--- src/rtl/uart_tx_module.sv ---
// 8N1 UART transmitter with its own bit-period counter; busy/done handshake to the byte producer.
// Define UART_TX_PARITY_EN to add an even-parity bit after the data bits (11-bit frame).
module uart_tx_module #(
    parameter logic [12:0] BPS = 13'd434
) (
    input  logic       clk,
    input  logic       rst,
    input  logic       tx_en_sig,
    input  logic [7:0] tx_data,
    output logic       tx_busy,
    output logic       tx_done_sig,
    output logic       tx_pin
);

    localparam int unsigned CNT_W = 13;
    localparam int unsigned IDX_W = 3;
    localparam logic [CNT_W-1:0] BIT_LAST  = CNT_W'(BPS - 13'd1);
    // The done/idle cycle doubles as the last stop-bit cycle, so back-to-back frames stay contiguous.
    localparam logic [CNT_W-1:0] STOP_LAST = CNT_W'(BPS - 13'd2);

`ifdef UART_TX_PARITY_EN
    typedef enum logic [2:0] {S_IDLE, S_START, S_DATA, S_PARITY, S_STOP} state_t;
`else
    typedef enum logic [2:0] {S_IDLE, S_START, S_DATA, S_STOP} state_t;
`endif

    state_t             state_q, state_d;
    logic [CNT_W-1:0]   cnt_q, cnt_d;
    logic [IDX_W-1:0]   idx_q, idx_d;
    logic [7:0]         shift_q, shift_d;
    logic               pin_q, pin_d;
    logic               busy_q, busy_d;
    logic               done_q, done_d;
`ifdef UART_TX_PARITY_EN
    logic               parity_q, parity_d;
`endif

    always_comb begin
        state_d = state_q;
        cnt_d   = cnt_q;
        idx_d   = idx_q;
        shift_d = shift_q;
        pin_d   = pin_q;
        busy_d  = busy_q;
        done_d  = 1'b0;
`ifdef UART_TX_PARITY_EN
        parity_d = parity_q;
`endif
        unique case (state_q)
            S_IDLE: begin
                cnt_d = '0;
                pin_d = 1'b1;
                if (tx_en_sig) begin
                    state_d = S_START;
                    shift_d = tx_data;
                    idx_d   = '0;
                    pin_d   = 1'b0;
                    busy_d  = 1'b1;
`ifdef UART_TX_PARITY_EN
                    parity_d = ^tx_data;
`endif
                end
            end
            S_START: begin
                if (cnt_q == BIT_LAST) begin
                    cnt_d   = '0;
                    state_d = S_DATA;
                    pin_d   = shift_q[0];
                end else begin
                    cnt_d = cnt_q + CNT_W'(1);
                end
            end
            S_DATA: begin
                if (cnt_q == BIT_LAST) begin
                    cnt_d = '0;
                    if (idx_q == IDX_W'(7)) begin
`ifdef UART_TX_PARITY_EN
                        state_d = S_PARITY;
                        pin_d   = parity_q;
`else
                        state_d = S_STOP;
                        pin_d   = 1'b1;
`endif
                    end else begin
                        idx_d   = idx_q + IDX_W'(1);
                        shift_d = {1'b0, shift_q[7:1]};
                        pin_d   = shift_q[1];
                    end
                end else begin
                    cnt_d = cnt_q + CNT_W'(1);
                end
            end
`ifdef UART_TX_PARITY_EN
            S_PARITY: begin
                if (cnt_q == BIT_LAST) begin
                    cnt_d   = '0;
                    state_d = S_STOP;
                    pin_d   = 1'b1;
                end else begin
                    cnt_d = cnt_q + CNT_W'(1);
                end
            end
`endif
            S_STOP: begin
                if (cnt_q == STOP_LAST) begin
                    cnt_d   = '0;
                    state_d = S_IDLE;
                    busy_d  = 1'b0;
                    done_d  = 1'b1;
                end else begin
                    cnt_d = cnt_q + CNT_W'(1);
                end
            end
            default: begin
                state_d = S_IDLE;
                cnt_d   = '0;
                pin_d   = 1'b1;
                busy_d  = 1'b0;
            end
        endcase
    end

    always_ff @(posedge clk or posedge rst) begin
        if (rst) begin
            state_q <= S_IDLE;
            cnt_q   <= '0;
            idx_q   <= '0;
            shift_q <= '0;
            pin_q   <= 1'b1;
            busy_q  <= 1'b0;
            done_q  <= 1'b0;
`ifdef UART_TX_PARITY_EN
            parity_q <= 1'b0;
`endif
        end else begin
            state_q <= state_d;
            cnt_q   <= cnt_d;
            idx_q   <= idx_d;
            shift_q <= shift_d;
            pin_q   <= pin_d;
            busy_q  <= busy_d;
            done_q  <= done_d;
`ifdef UART_TX_PARITY_EN
            parity_q <= parity_d;
`endif
        end
    end

    assign tx_pin      = pin_q;
    assign tx_busy     = busy_q;
    assign tx_done_sig = done_q;

endmodule

--- config.mk ---
export PLATFORM = sky130hd
export DESIGN_NAME = uart_tx_module
export DESIGN_NICKNAME = d
export VERILOG_FILES = /design/src/rtl/uart_tx_module.sv
export SDC_FILE = /design/constraint.sdc
export NUM_CORES = 1
export LEC_CHECK = 0
export ABC_AREA = 1
export BUFFER_PORTS_ARGS = -buffer_cell sky130_fd_sc_hd__buf_2
export CAP_MARGIN = 5
export CORE_MARGIN = 2
export CORE_UTILIZATION = 30
export CTS_BUF_LIST = sky130_fd_sc_hd__clkbuf_8 sky130_fd_sc_hd__clkbuf_16
export DETAILED_ROUTE_END_ITERATION = 16
export GPL_ROUTABILITY_DRIVEN = 0
export PLACE_DENSITY = 0.46
export REMOVE_ABC_BUFFERS = 1
export SLEW_MARGIN = 40
export SYNTH_ARGS = -nofsm -noshare
export SYNTH_HDL_FRONTEND = slang
export SYNTH_SLANG_ARGS = --single-unit
--- constraint.sdc ---
create_clock -name clk -period 1.7 [get_ports clk]
set_clock_uncertainty 0.05 [all_clocks]
set_input_delay 0.17 -clock clk [delete_from_list [all_inputs] [get_ports clk]]
set_output_delay 0.17 -clock clk [all_outputs]
set_load 0.01 [all_outputs]
==> qor.yml <==
numCtsBuffers: 5
post_synth_num_cell_types: 23
drive_gt1_frac: 0.1829
hold-worst-slack_ns: 0.1038
dp.cells: 309
drt_first_pass_iters: 4
clk_latency_ns: 0.28
synth_edf_count: 0
fin_crit_ns: 1.552
ios: 14
n_antenna_cell: 0
avgSynthCellArea_um2: 7.741
tightest_slew_ns: 0.3968
maxCapViolations: 0
met1_usage: 0.1746
start_util: 0.3098
worstPathRequired_ns: 1.82
cp.arrival_ns: 1.68
cts.clk_slew.worst_paths_ns: 0.07
die_h_um: 79.18
busiest_layer: "met2"
grt_usage: 0.1282
use_met3: 0.03409
min_from: "tx_data[7]"
dieArea_mm2: 0.006269
leakagePower_nw: 1.056
synth_area_mm2: 0.001695
drt_iter0_drc: 56
worst-path-max-fanout: 4
async_reset_ff_frac: 1.000
crit_type: "flop to flop"
vias_per_cell: 4.396
setup_viol_count_final: 0
crit_slowest_cell: "dfrtp_1"
cp_cell_sequence: "buf_4 > ha_2 > or2_2 > nand2_1 > nand3_1 > nand2_1 > nand2_1"
routedWlPerCell_um: 10.91
outcome: "finished clean"
p_total_w: 0.003081
min_period_over_period: 0.9132
gr-usage-met2: 0.1898
r2r-start: "state_q[1]"
antenna_found_initial: 0
grt_pass1_vias: 1394
dpl.hpwl_mm: 2.488
cp-end-kind: "flop"
yosysMostFrequentCell: "nand2_1"
cts_tree: "built"
grt_max_degree: 30
grt_setup_unrepaired: "no"
synth_top_area_frac: 0.4133
vias: 1398
final_net_count: 267
fin_cells: 318
cts_root_buf: "clkbuf_8"
hp-class: "input pin to flop"
slew_violations: 0
synthCells: 219
drc_errors: 0
final_hold_viol_count: 0
ant_nets: 0
max_stage_delay_ns: 0.40
n_fill_cell: 603
yosysTopAreaCell: "dfrtp_1"
synthFlopType: "dfrtp_1"
relSlewSlack: 0.7355
yosysSeqAreaShare: 0.4288
power_density_mw_per_mm2: 1522
cpLargestDelayFamily: "simple AND/OR/NAND/NOR gates"
cp_common_cell: "nand2_1"
cp_num_buf_inv: 1
yosys_register_bits: 29
grt-ovfl-total: 0
yosys-top-cells-area: "dfrtp_1, nand2_1, ha_1"
cts_num_sinks: 29
grt_pass1_wl_mm: 6.279
crit_start: "state_q[1]"
fp.dieW_um: 79.18
rows: 27
ys_warn_count: 0
cts_buffer_depth: 2
max_freq_ghz: 0.6442
worstSetupStartpointType: "flop"
routed_wl_mm: 3.470
core_mm2: 0.005473
portBuffers: 13
vdd_ir_drop_max_mv: 0.7309
area_growth_pct: 19.41
synth_commonest_cells: "nand2_1, dfrtp_1, inv_1"
htreeDepth: 2
layout make-up:
cell class / instances / area [um^2] / share of cell area
clock buffer: 6 / 82.58 / 0.04079
clock inverter: 2 / 7.507 / 0.003708
inverter: 27 / 101.3 / 0.05006
multi-input combinational: 157 / 858.3 / 0.4240
sequential: 29 / 726.9 / 0.3591
tap: 72 / 90.09 / 0.04450
timing repair buffer: 25 / 157.7 / 0.07787
worst reg2reg max path, delay by kind of cell (launching register included):
family | cells | cell delay [ns]
fa+ha+maj | 1 | 0.18
simple gates | 5 | 0.66
buf+inv | 1 | 0.16
flops | 1 | 0.40
cell usage in the layout, fill, tap and decap left out, types with 2 or more instances in the layout:
cell	synthesis	routed
a21oi_1	3	2
nand3_1	9	9
xor2_1	8	8
xnor2_1	2	2
clkbuf_8	0	6
nand4_1	16	16
buf_2	2	13
inv_1	26	28
nor2_2	3	5
dfrtp_1	28	28
buf_4	1	11
nand2_4	0	2
ha_1	11	10
nor2_1	23	21
nand2_1	73	73
power breakdown:
part,internal (W),leakage [nW],total (W),switching [W]
Clock,0.000318,0.0538,0.000588,0.000271
Sequential,0.000883,0.383,0.000985,0.000102
Combinational,0.000570,0.619,0.00151,0.000938
path summary, 6_finish.rpt:
path                         endpoint  slack, ns  cells past startpoint
setup / recovery           state_q[0]       0.15                      7
hold reg to reg            shift_q[1]       0.43                      2
max in group asynchronous      tx_pin       0.82                      4
min in group asynchronous    cnt_q[5]       0.46                      4
setup reg to reg           state_q[0]       0.15                      7
hold / removal             shift_q[7]       0.10                      3
kinds of logic after synthesis:
group                    count (synthesis)  synth area share
XOR/XNOR                                10           0.05166
buffers and inverters                   33           0.08560
AND/OR/NAND/NOR                        130            0.3336
adder cells (fa/ha/maj)                 11           0.08118
AO/OA/AOI/OAI                            6           0.01919
flip-flops                              29            0.4288
through the flow:
| stage | TNS, ns | utilization | instance area, um^2 | setup slack (ns) |
|---|---|---|---|---|
| global placement | 0 | 0.3452 | 1889 | 0.05650 |
| floorplan | -5.009 | - | 1652 | -0.4554 |
| global route | 0 | 0.3699 | 2024 | 0.009840 |
| detailed placement | 0 | 0.3452 | 1889 | 0.08239 |
| CTS | 0 | 0.3635 | 1989 | 0.04365 |
| finish | 0 | 0.3699 | 2024 | 0.1476 |
what timing repair did:
item	CTS	global route
setup endpoints to repair	0	17
gates resized for setup	0	9
hold endpoints to repair	28	0
buffers inserted	0	0
hold buffers	1	0
registers in the layout, summed over array words and instances (netlist names):
signal,cells
tx_busy,1
tx_done_sig,1
idx_q,3
state_q,2
tx_pin,1
shift_q,8
cnt_q,13
per-layer routing:
layer	vias to the layer above	wire length, um
met5	-	0
met4	0	74
met3	9	113
met2	23	1430
met1	629	1851
li1	737	-
(Power assumes the default switching activity.)
